===== config.mk =====
export PLATFORM = sky130hd
export DESIGN_NAME = sw_debounce
export DESIGN_NICKNAME = d
export VERILOG_FILES = /design/src/rtl/sw_debounce.sv
export SDC_FILE = /design/constraint.sdc
export NUM_CORES = 1
export LEC_CHECK = 0
export BUFFER_PORTS_ARGS = -buffer_cell sky130_fd_sc_hd__buf_2
export CAP_MARGIN = 10
export CORE_ASPECT_RATIO = 1.1
export CORE_MARGIN = 1
export CORE_UTILIZATION = 35
export DETAILED_ROUTE_END_ITERATION = 10
export HOLD_SLACK_MARGIN = 0.12
export PLACE_DENSITY = 0.57
export SYNTH_ARGS = -nofsm -noshare
export SYNTH_HDL_FRONTEND = slang
export SYNTH_SLANG_ARGS = --single-unit
export TNS_END_PERCENT = 1

===== constraint.sdc =====
create_clock -name clk -period 10.5 [get_ports clk]
set_input_delay 0.525 -clock clk [delete_from_list [all_inputs] [get_ports clk]]
set_output_delay 0.525 -clock clk [all_outputs]
set_load 0.01 [all_outputs]

===== src/rtl/sw_debounce.sv =====
`default_nettype none
// ============================================================================
// Module   : sw_debounce
// Purpose  : Conditions the raw slide-switch inputs for the switch-to-LED
//            logic. Each switch is synchronised to clk through a two-flop
//            chain and then filtered. A new level is accepted only after it
//            has been held for STABLE_CYCLES consecutive cycles. Any shorter
//            excursion is discarded in full.
// Ports    : clk      - system clock (100 MHz on board)
//            rst      - asynchronous, active-high reset
//            sw_pin   - raw switch levels, asynchronous to clk
//            sw_db    - debounced switch levels (registered)
//            sw_chg   - one-cycle pulse per bit when the sw_db bit toggles
//            any_chg  - OR of sw_chg, in the same cycle (registered)
//            sw_rise  - sw_chg bits whose new level is 1
//                       (present only with SW_DEBOUNCE_EDGE_DIR_EN)
//            sw_fall  - sw_chg bits whose new level is 0
//                       (present only with SW_DEBOUNCE_EDGE_DIR_EN)
// Options  : define SW_DEBOUNCE_EDGE_DIR_EN to add sw_rise / sw_fall
// Revision : 1.0 - initial release
// ============================================================================
module sw_debounce #(
    parameter int unsigned N_SW          = 8,
    parameter int unsigned STABLE_CYCLES = 1000000
) (
    input  logic            clk,
    input  logic            rst,
    input  logic [N_SW-1:0] sw_pin,
    output logic [N_SW-1:0] sw_db,
    output logic [N_SW-1:0] sw_chg,
`ifdef SW_DEBOUNCE_EDGE_DIR_EN
    output logic [N_SW-1:0] sw_rise,
    output logic [N_SW-1:0] sw_fall,
`endif
    output logic            any_chg
);

    // The counter only has to reach STABLE_CYCLES-1 before it clears, so
    // clog2(STABLE_CYCLES) bits are sufficient and the counter never wraps.
    localparam int unsigned     CNT_W   = $clog2(STABLE_CYCLES);
    localparam logic [CNT_W-1:0] CNT_MAX = CNT_W'(STABLE_CYCLES - 1);
    localparam logic [CNT_W-1:0] CNT_ONE = CNT_W'(1);

    logic [N_SW-1:0]  r_s1;
    logic [N_SW-1:0]  r_s2;
    logic [CNT_W-1:0] r_cnt     [N_SW];
    logic [CNT_W-1:0] w_cnt_nxt [N_SW];
    logic [N_SW-1:0]  w_db_nxt;
    logic [N_SW-1:0]  w_chg_nxt;

    // Per-channel filter. The channel is PENDING whenever the synchronised
    // level differs from the accepted level. The equality test is evaluated
    // first, so a reversion on the completing edge still cancels the update.
    always_comb begin
        w_db_nxt  = sw_db;
        w_chg_nxt = '0;
        for (int i = 0; i < int'(N_SW); i++) begin
            w_cnt_nxt[i] = r_cnt[i];
            if (r_s2[i] == sw_db[i]) begin
                w_cnt_nxt[i] = '0;
            end else if (r_cnt[i] == CNT_MAX) begin
                w_db_nxt[i]  = r_s2[i];
                w_cnt_nxt[i] = '0;
                w_chg_nxt[i] = 1'b1;
            end else begin
                w_cnt_nxt[i] = r_cnt[i] + CNT_ONE;
            end
        end
    end

    always_ff @(posedge clk or posedge rst) begin
        if (rst) begin
            r_s1    <= '0;
            r_s2    <= '0;
            sw_db   <= '0;
            sw_chg  <= '0;
            any_chg <= 1'b0;
            for (int i = 0; i < int'(N_SW); i++) begin
                r_cnt[i] <= '0;
            end
        end else begin
            r_s1    <= sw_pin;
            r_s2    <= r_s1;
            sw_db   <= w_db_nxt;
            sw_chg  <= w_chg_nxt;
            any_chg <= |w_chg_nxt;
            for (int i = 0; i < int'(N_SW); i++) begin
                r_cnt[i] <= w_cnt_nxt[i];
            end
        end
    end

`ifdef SW_DEBOUNCE_EDGE_DIR_EN
    // The direction is the newly accepted level of each toggling bit.
    always_ff @(posedge clk or posedge rst) begin
        if (rst) begin
            sw_rise <= '0;
            sw_fall <= '0;
        end else begin
            sw_rise <= w_chg_nxt & w_db_nxt;
            sw_fall <= w_chg_nxt & ~w_db_nxt;
        end
    end
`endif

endmodule
`default_nettype wire


======== Word level (Yosys, flattened, before mapping) ========
Index checks and enable logic that the tools add are counted.
Widths: inputs -> output; s select.
storage, ports and cells
  output and inout bits ................... 17
  register bits ........................... 193
cells by class
  reductions and logical operators ........ 9
  add/sub/neg operators ................... 8
  equality and inequality tests ........... 16
  bitwise gates (word level) .............. 8
  multiplexer cells ....................... 32
operator list
  kind                   number
  $mux 20                16
  $add 20x1->20 const B  8
  $eq 20x20->1 const B   8
  $mux 1                 16
  $reduce_and 2->1       8
  $eq 1x1->1             8
  $not 1->1              8
  $reduce_or 8->1        1

======== Depth between registers and ports, before layout ========
Gate-level depths: netlist of run 1.
  depth after elaboration ................. 4
  gate-level depth with buffers ........... 8
  depth with buffers taken out ............ 6

======== Worst setup path before layout of run 1 ========
OpenSTA, ideal clock, no wires.
  path type ............................... reg-to-reg
  from .................................... reg r_cnt[115] (netlist name)
  to ...................................... reg r_cnt[112] (netlist name)
  slack ................................... 8.551 ns
  arrival ................................. 1.830 ns
  data required time ...................... 10.381 ns
  cell stages (with the launch flop) ...... 8
  library setup time ...................... 0.119 ns
  cell sequence ........................... dfrtp_1 -> or4b_1 -> or4_1 -> nor2_1 -> or2_1 -> buf_6 -> buf_12 -> nor2_1
RTL lines
  what                               RTL line  RTL
  from (decl)                        46        logic [CNT_W-1:0] r_cnt [N_SW];
  from (signal, indexed assignment)  88        r_cnt[i] <= w_cnt_nxt[i];

==> impl_metrics.ini, run 1 <==
[final_layout]
mostFrequentLayoutCells = 196 x nor2_1, 193 x dfrtp_1, 78 x xor2_1
fin_nets = 906
num_antenna_cells = 0
fillers = 2410
final_common_cell = nor2_1
syn_to_final_growth_pct = 11.5
layout-drive-gt1-share = 0.0832

[global_route]
grt_pass1_vias = 5775
grt_overflow = 0
grt_pass1_wl_mm = 26.4
grt_usage = 0.127
antenna_found_initial = 0
grt_max_degree = 133

[logic_synthesis]
ys.flop_type = dfrtp_1
synth_edf_count = 0
async_flop_share = 1.00
synthesis.area_um2 = 8740
ys_seq_area_frac = 0.552
synth_cells = 857
ys_seq_elements = 193
ys_warn_count = 0
synth_area_per_cell_um2 = 10.2
syn_nets = 875
synthDistinctLibCells = 37

[sta]
slew_violations = 0
period_needed_ns = 2.46
relSlewSlack = 0.329
holdWs_ns = 0.193
hold_viol_final = 0
fin_worst_skew_ns = 0.0134
setup_violations = 0
worst_pin_slew_ns = 0.998
min_period_over_period = 0.234
rsz0062_at_grt = no
fmax_mhz = 407
setup_tns_ns = 0

[clock_network]
cts_root_buf = clkbuf_16
post_cts_buffers = 0
cts_resized = 0
clkLatencyLatePin_ns = 0.44
cts_hold_buf = 0
clk_pin_slew_worst_paths_ns = 0.07
htree_levels = 4
cts_buffers = 17
clock_path_buffers = 2
cts_tree = built
clock-sinks = 193

[routing]
wl_per_cell_um = 12.6
vias = 5767
routed_via_density = 4.76
wl_mm = 15.2
drt_iter0_drc = 197
dr.pass1.iters = 9
drc_errors = 1
antenna_left = 0

[run_status]
violations = design-rule violations
outcome = complete, but fails checks

[floorplan]
core_um2 = 24500
dieWidth_um = 153
die_y_um = 168
io_pins = 27
rows = 60
initial_core_util = 0.357
dieArea_um2 = 25600

[critical_path]
crit_required_ns = 10.78
path_cells = or4b_2 > nor4_1 > and3_1 > nand2b_1 > nor2_1
critPathSlowestCell = or4b_2
path_delay_family = simple AND/OR/NAND/NOR gates
cp_max_fo = 20
max_stage_delay_ns = 0.66
critPathKind = reg -> reg
end_kind = flop
critical_path_arrival_ns = 2.74
path_buf_inv = 0
cp-start-kind = flop

[power_and_ir_drop]
vdd_ir_drop_max_v = 0.0000923
power_density_nw_per_um2 = 146
power_leakage_nw = 4.21

[flow_run]
maxCapViolations = 0

[place]
globalplace.congestion = 0.757
dp_hpwl_mm = 9.80
io_buffer_count = 26

[hold_path]
hp-class = in -> reg
worst paths after layout:
check                                     from                   to  slack (ns)  cells after the start
max                        r_cnt[35]$_DFF_PP0_  r_cnt[36]$_DFF_PP0_        8.04                      5
min                                  sw_pin[3]    r_s1[3]$_DFF_PP0_        0.19                      1
max reg2reg                r_cnt[35]$_DFF_PP0_  r_cnt[36]$_DFF_PP0_        8.04                      5
min reg2reg                  r_s1[6]$_DFF_PP0_    r_s2[6]$_DFF_PP0_        0.35                      0
max in group asynchronous                  rst  r_cnt[19]$_DFF_PP0_        8.88                      3
min in group asynchronous                  rst    r_s1[2]$_DFF_PP0_        0.29                      2
registers in the layout, indices dropped and copies added, names as in the netlist:
name and count:
r_s2 8, r_cnt 160, any_chg 1, sw_chg 8, r_s1 8, sw_db 8
final cells by class:
cell class / count / area, um^2 / share of cell area
Sequential cell: 193 / 4830 / 0.495
Multi-Input combinational cell: 628 / 3740 / 0.383
Clock buffer: 21 / 470 / 0.0482
Tap cell: 310 / 388 / 0.0398
Timing Repair Buffer: 29 / 153 / 0.0157
Clock inverter: 11 / 96.3 / 0.00988
Inverter: 19 / 78.8 / 0.00808
cells by family (layout without fill, tap and decap cells):
kind of cell    after synthesis  count (layout)  share of synthesized area
simple gates                456             456                      0.251
flops                       193             193                      0.552
xor+xnor                    151             151                      0.151
buf+inv                      36              80                     0.0202
fa+ha+maj                     8               8                     0.0114
mux                           8               8                     0.0103
compound gates                5               5                    0.00329
cell usage after synthesis, types with 5 or more instances:
cell,number,share of area
nor2_1,196,0.084
dfrtp_1,193,0.55
xor2_1,78,0.078
xnor2_1,73,0.073
nand3_1,70,0.040
nand2_1,54,0.023
nand4_1,22,0.016
and3_1,21,0.015
nor3_1,21,0.012
inv_1,19,0.0082
nor4_1,14,0.010
and4_1,12,0.012
nor4b_1,10,0.010
clkbuf_1,9,0.0039
ha_1,8,0.011
mux2_2,8,0.010
or4_1,6,0.0052
and2_1,5,0.0036
nor2b_1,5,0.0036
metrics by stage:
step | area (um^2) | util | total power [mW] | setup WS [ns] | cells
2_1_floorplan | 8740 | - | 0.810 | 4.72 | 857
4_1_cts | 9750 | 0.399 | 1.45 | 8.04 | 1211
3_3_place_gp | 9190 | 0.375 | 0.821 | 8.09 | 1179
3_5_place_dp | 9190 | 0.375 | 0.822 | 8.05 | 1179
6_report | 9750 | 0.399 | 1.43 | 8.04 | 1211
5_1_grt | 9750 | 0.399 | 1.49 | 7.90 | 1211
report_power, final:
group	switching (mW)	total [mW]	internal, mW	leakage (nW)
sequential	0.00905	0.763	0.754	2.64
combinational	0.0319	0.0426	0.0108	1.29
clock	0.294	0.623	0.328	0.273
total	0.335	1.43	1.09	4.21
metal layers:
| layer | global-route usage | share of wire |
|---|---|---|
| met2 | 0.211 | 0.47 |
| met4 | 0.0452 | 0.013 |
| met1 | 0.161 | 0.50 |
| met5 | 0 | 0 |
| met3 | 0.0309 | 0.024 |
(Power assumes the default switching activity.)
==> inputs of run 2 (changes only) <==
--- a/config.mk
+++ b/config.mk
@@ -12,7 +12,7 @@
 export CORE_UTILIZATION = 35
 export DETAILED_ROUTE_END_ITERATION = 10
 export HOLD_SLACK_MARGIN = 0.12
-export PLACE_DENSITY = 0.57
+export PLACE_DENSITY = 0.59
 export SYNTH_ARGS = -nofsm -noshare
 export SYNTH_HDL_FRONTEND = slang
 export SYNTH_SLANG_ARGS = --single-unit
==> constraint.sdc (replaced) <==
create_clock -name clk -period 2.08 [get_ports clk]
set_input_delay 0.104 -clock clk [delete_from_list [all_inputs] [get_ports clk]]
set_output_delay 0.104 -clock clk [all_outputs]
set_load 0.01 [all_outputs]
==> run 2 against run 1 <==
  * The flow still finishes with violations (design-rule violations)
  * Critical path type unchanged
  * Final cell count up 4.0%
  * Sequential cell count unchanged
  * Clock power rose to 5.2 times the previous value
  * Largest power group unchanged
==> impl_metrics.ini, run 2 (synthesis results as in run 1) <==
[sta]
slew_violations = 0
setup_tns_ns = 0
fmax_mhz = 507
worst_pin_slew_ns = 0.579
rsz0062_at_grt = no
hold_viol_final = 0
relSlewSlack = 0.610
setup_violations = 0
holdWs_ns = 0.270
worst_slack_ns = 0.106
min_period_over_period = 0.949
fin_worst_skew_ns = 0.00791
period_needed_ns = 1.97

[global_route]
antenna_found_initial = 0
grt_max_degree = 55
grt_usage = 0.133
grt_overflow = 0
grt_pass1_vias = 5880
grt_pass1_wl_mm = 27.6

[final_layout]
top_register = r_cnt
final_util = 0.420
num_antenna_cells = 0
largest_reg_flops = 160
layout-drive-gt1-share = 0.123
finalNonFillerCells = 1259
final_area_um2 = 10300
syn_to_final_growth_pct = 17.5
mostFrequentLayoutCells = 196 x nor2_1, 193 x dfrtp_1, 78 x xor2_1
final_common_cell = nor2_1
fin_nets = 954

[place]
dp_hpwl_mm = 10.8
dp.cells = 1217
io_buffer_count = 26
pre_cts_ws_ns = -0.000130
globalplace.congestion = 0.735
dpl_cell_area_um2 = 9540

[routing]
wl_per_cell_um = 12.5
drt_iter0_drc = 254
routed_via_density = 4.73
dr.pass1.iters = 10
antenna_left = 0
drc_errors = 1
wl_mm = 15.8
vias = 5955

[clock_network]
clock_path_buffers = 2
cts_tree = built
cts_buffers = 17
clk_pin_slew_worst_paths_ns = 0.07
cts_root_buf = clkbuf_16
clkLatencyLatePin_ns = 0.43
clock-sinks = 193
htree_levels = 4

[floorplan]
dieArea_um2 = 25600
die_y_um = 168
initial_core_util = 0.357
io_pins = 27
rows = 60
core_um2 = 24500
dieWidth_um = 153

[power_and_ir_drop]
power_leakage_nw = 4.48
p_seq_frac = 0.522
switching_share = 0.214
internal-power_mw = 5.80
vdd_ir_drop_max_v = 0.000540
power_mw = 7.38
clkPwrFrac = 0.442
pwr-share-comb = 0.036
power_density_nw_per_um2 = 718
p_switching_mw = 1.58

[run_status]
outcome = complete, but fails checks
violations = design-rule violations

[critical_path]
crit_required_ns = 2.40
critical_path_arrival_ns = 2.29
critPathCapture = r_cnt[38]$_DFF_PP0_
path_cells = or4_1 > nor4_4 > and3_4 > nand2b_4 > buf_4 > nor2_1
cp-start-kind = flop
r2r_start = r_cnt[31]$_DFF_PP0_
ff2ff_setup_slack_ns = 0.11
critPathKind = reg -> reg
r2r_cells = 6
end_kind = flop
crit_start = r_cnt[31]$_DFF_PP0_
max_stage_delay_ns = 0.56
critPathSlowestCell = or4_1
cp_max_fo = 7
r2r-end = r_cnt[38]$_DFF_PP0_

[hold_path]
hp-class = in -> async

[flow_run]
maxCapViolations = 0
==> run 2: final cells by class <==
cell class                      instances  area (um^2)
Clock inverter                          9          105
Inverter                               19         75.1
Timing Repair Buffer                   77          614
Clock buffer                           23          488
Multi-Input combinational cell        628         3770
Tap cell                              310          388
Fill cell                            2353        14200
Sequential cell                       193         4830
==> run 2: timing repair <==
action,CTS,global route
hold endpoints to repair,42,0
pin swaps,1,2
setup buffers,1,0
endpoints found under the setup margin,12,22
gates resized for setup,1,6
hold buffers,9,0
==> run 2: worst min path at each step <==
stage              start  slack (ns)  cells after the start                   to
6_report             rst        0.27                      3    r_s1[3]$_DFF_PP0_
3_5_place_dp         rst        0.18                      2    r_s1[3]$_DFF_PP0_
3_3_place_gp         rst        0.17                      2    r_s1[3]$_DFF_PP0_
2_1_floorplan  sw_pin[0]        0.14                      0    r_s1[0]$_DFF_PP0_
5_1_grt              rst        0.30                      3    r_s1[3]$_DFF_PP0_
4_1_cts              rst        0.26                      3  r_cnt[96]$_DFF_PP0_
==> run 2: layer usage <==
metal,GRT usage,share of wire,vias to the layer above
met1,0.172,0.48,2883
li1,-,-,3011
met4,0.0540,0.0088,0
met3,0.0257,0.025,8
met5,0,0,-
met2,0.218,0.49,53
==> run 2: critical path: cells and delay by family (launching register included) <==
kind / cells / cell delay, ns
flops: 1 / 0.44
simple gates: 5 / 1.27
buf+inv: 1 / 0.15
==> run 2: power groups by stage <==
stage,registers (mW),clock network [mW],logic (mW)
after floorplan,3.91,0,0.178
after global routing,3.86,3.52,0.312
after global placement,3.92,0,0.260
after detailed placement,3.92,0,0.264
after CTS,3.85,3.38,0.277
final,3.85,3.26,0.266
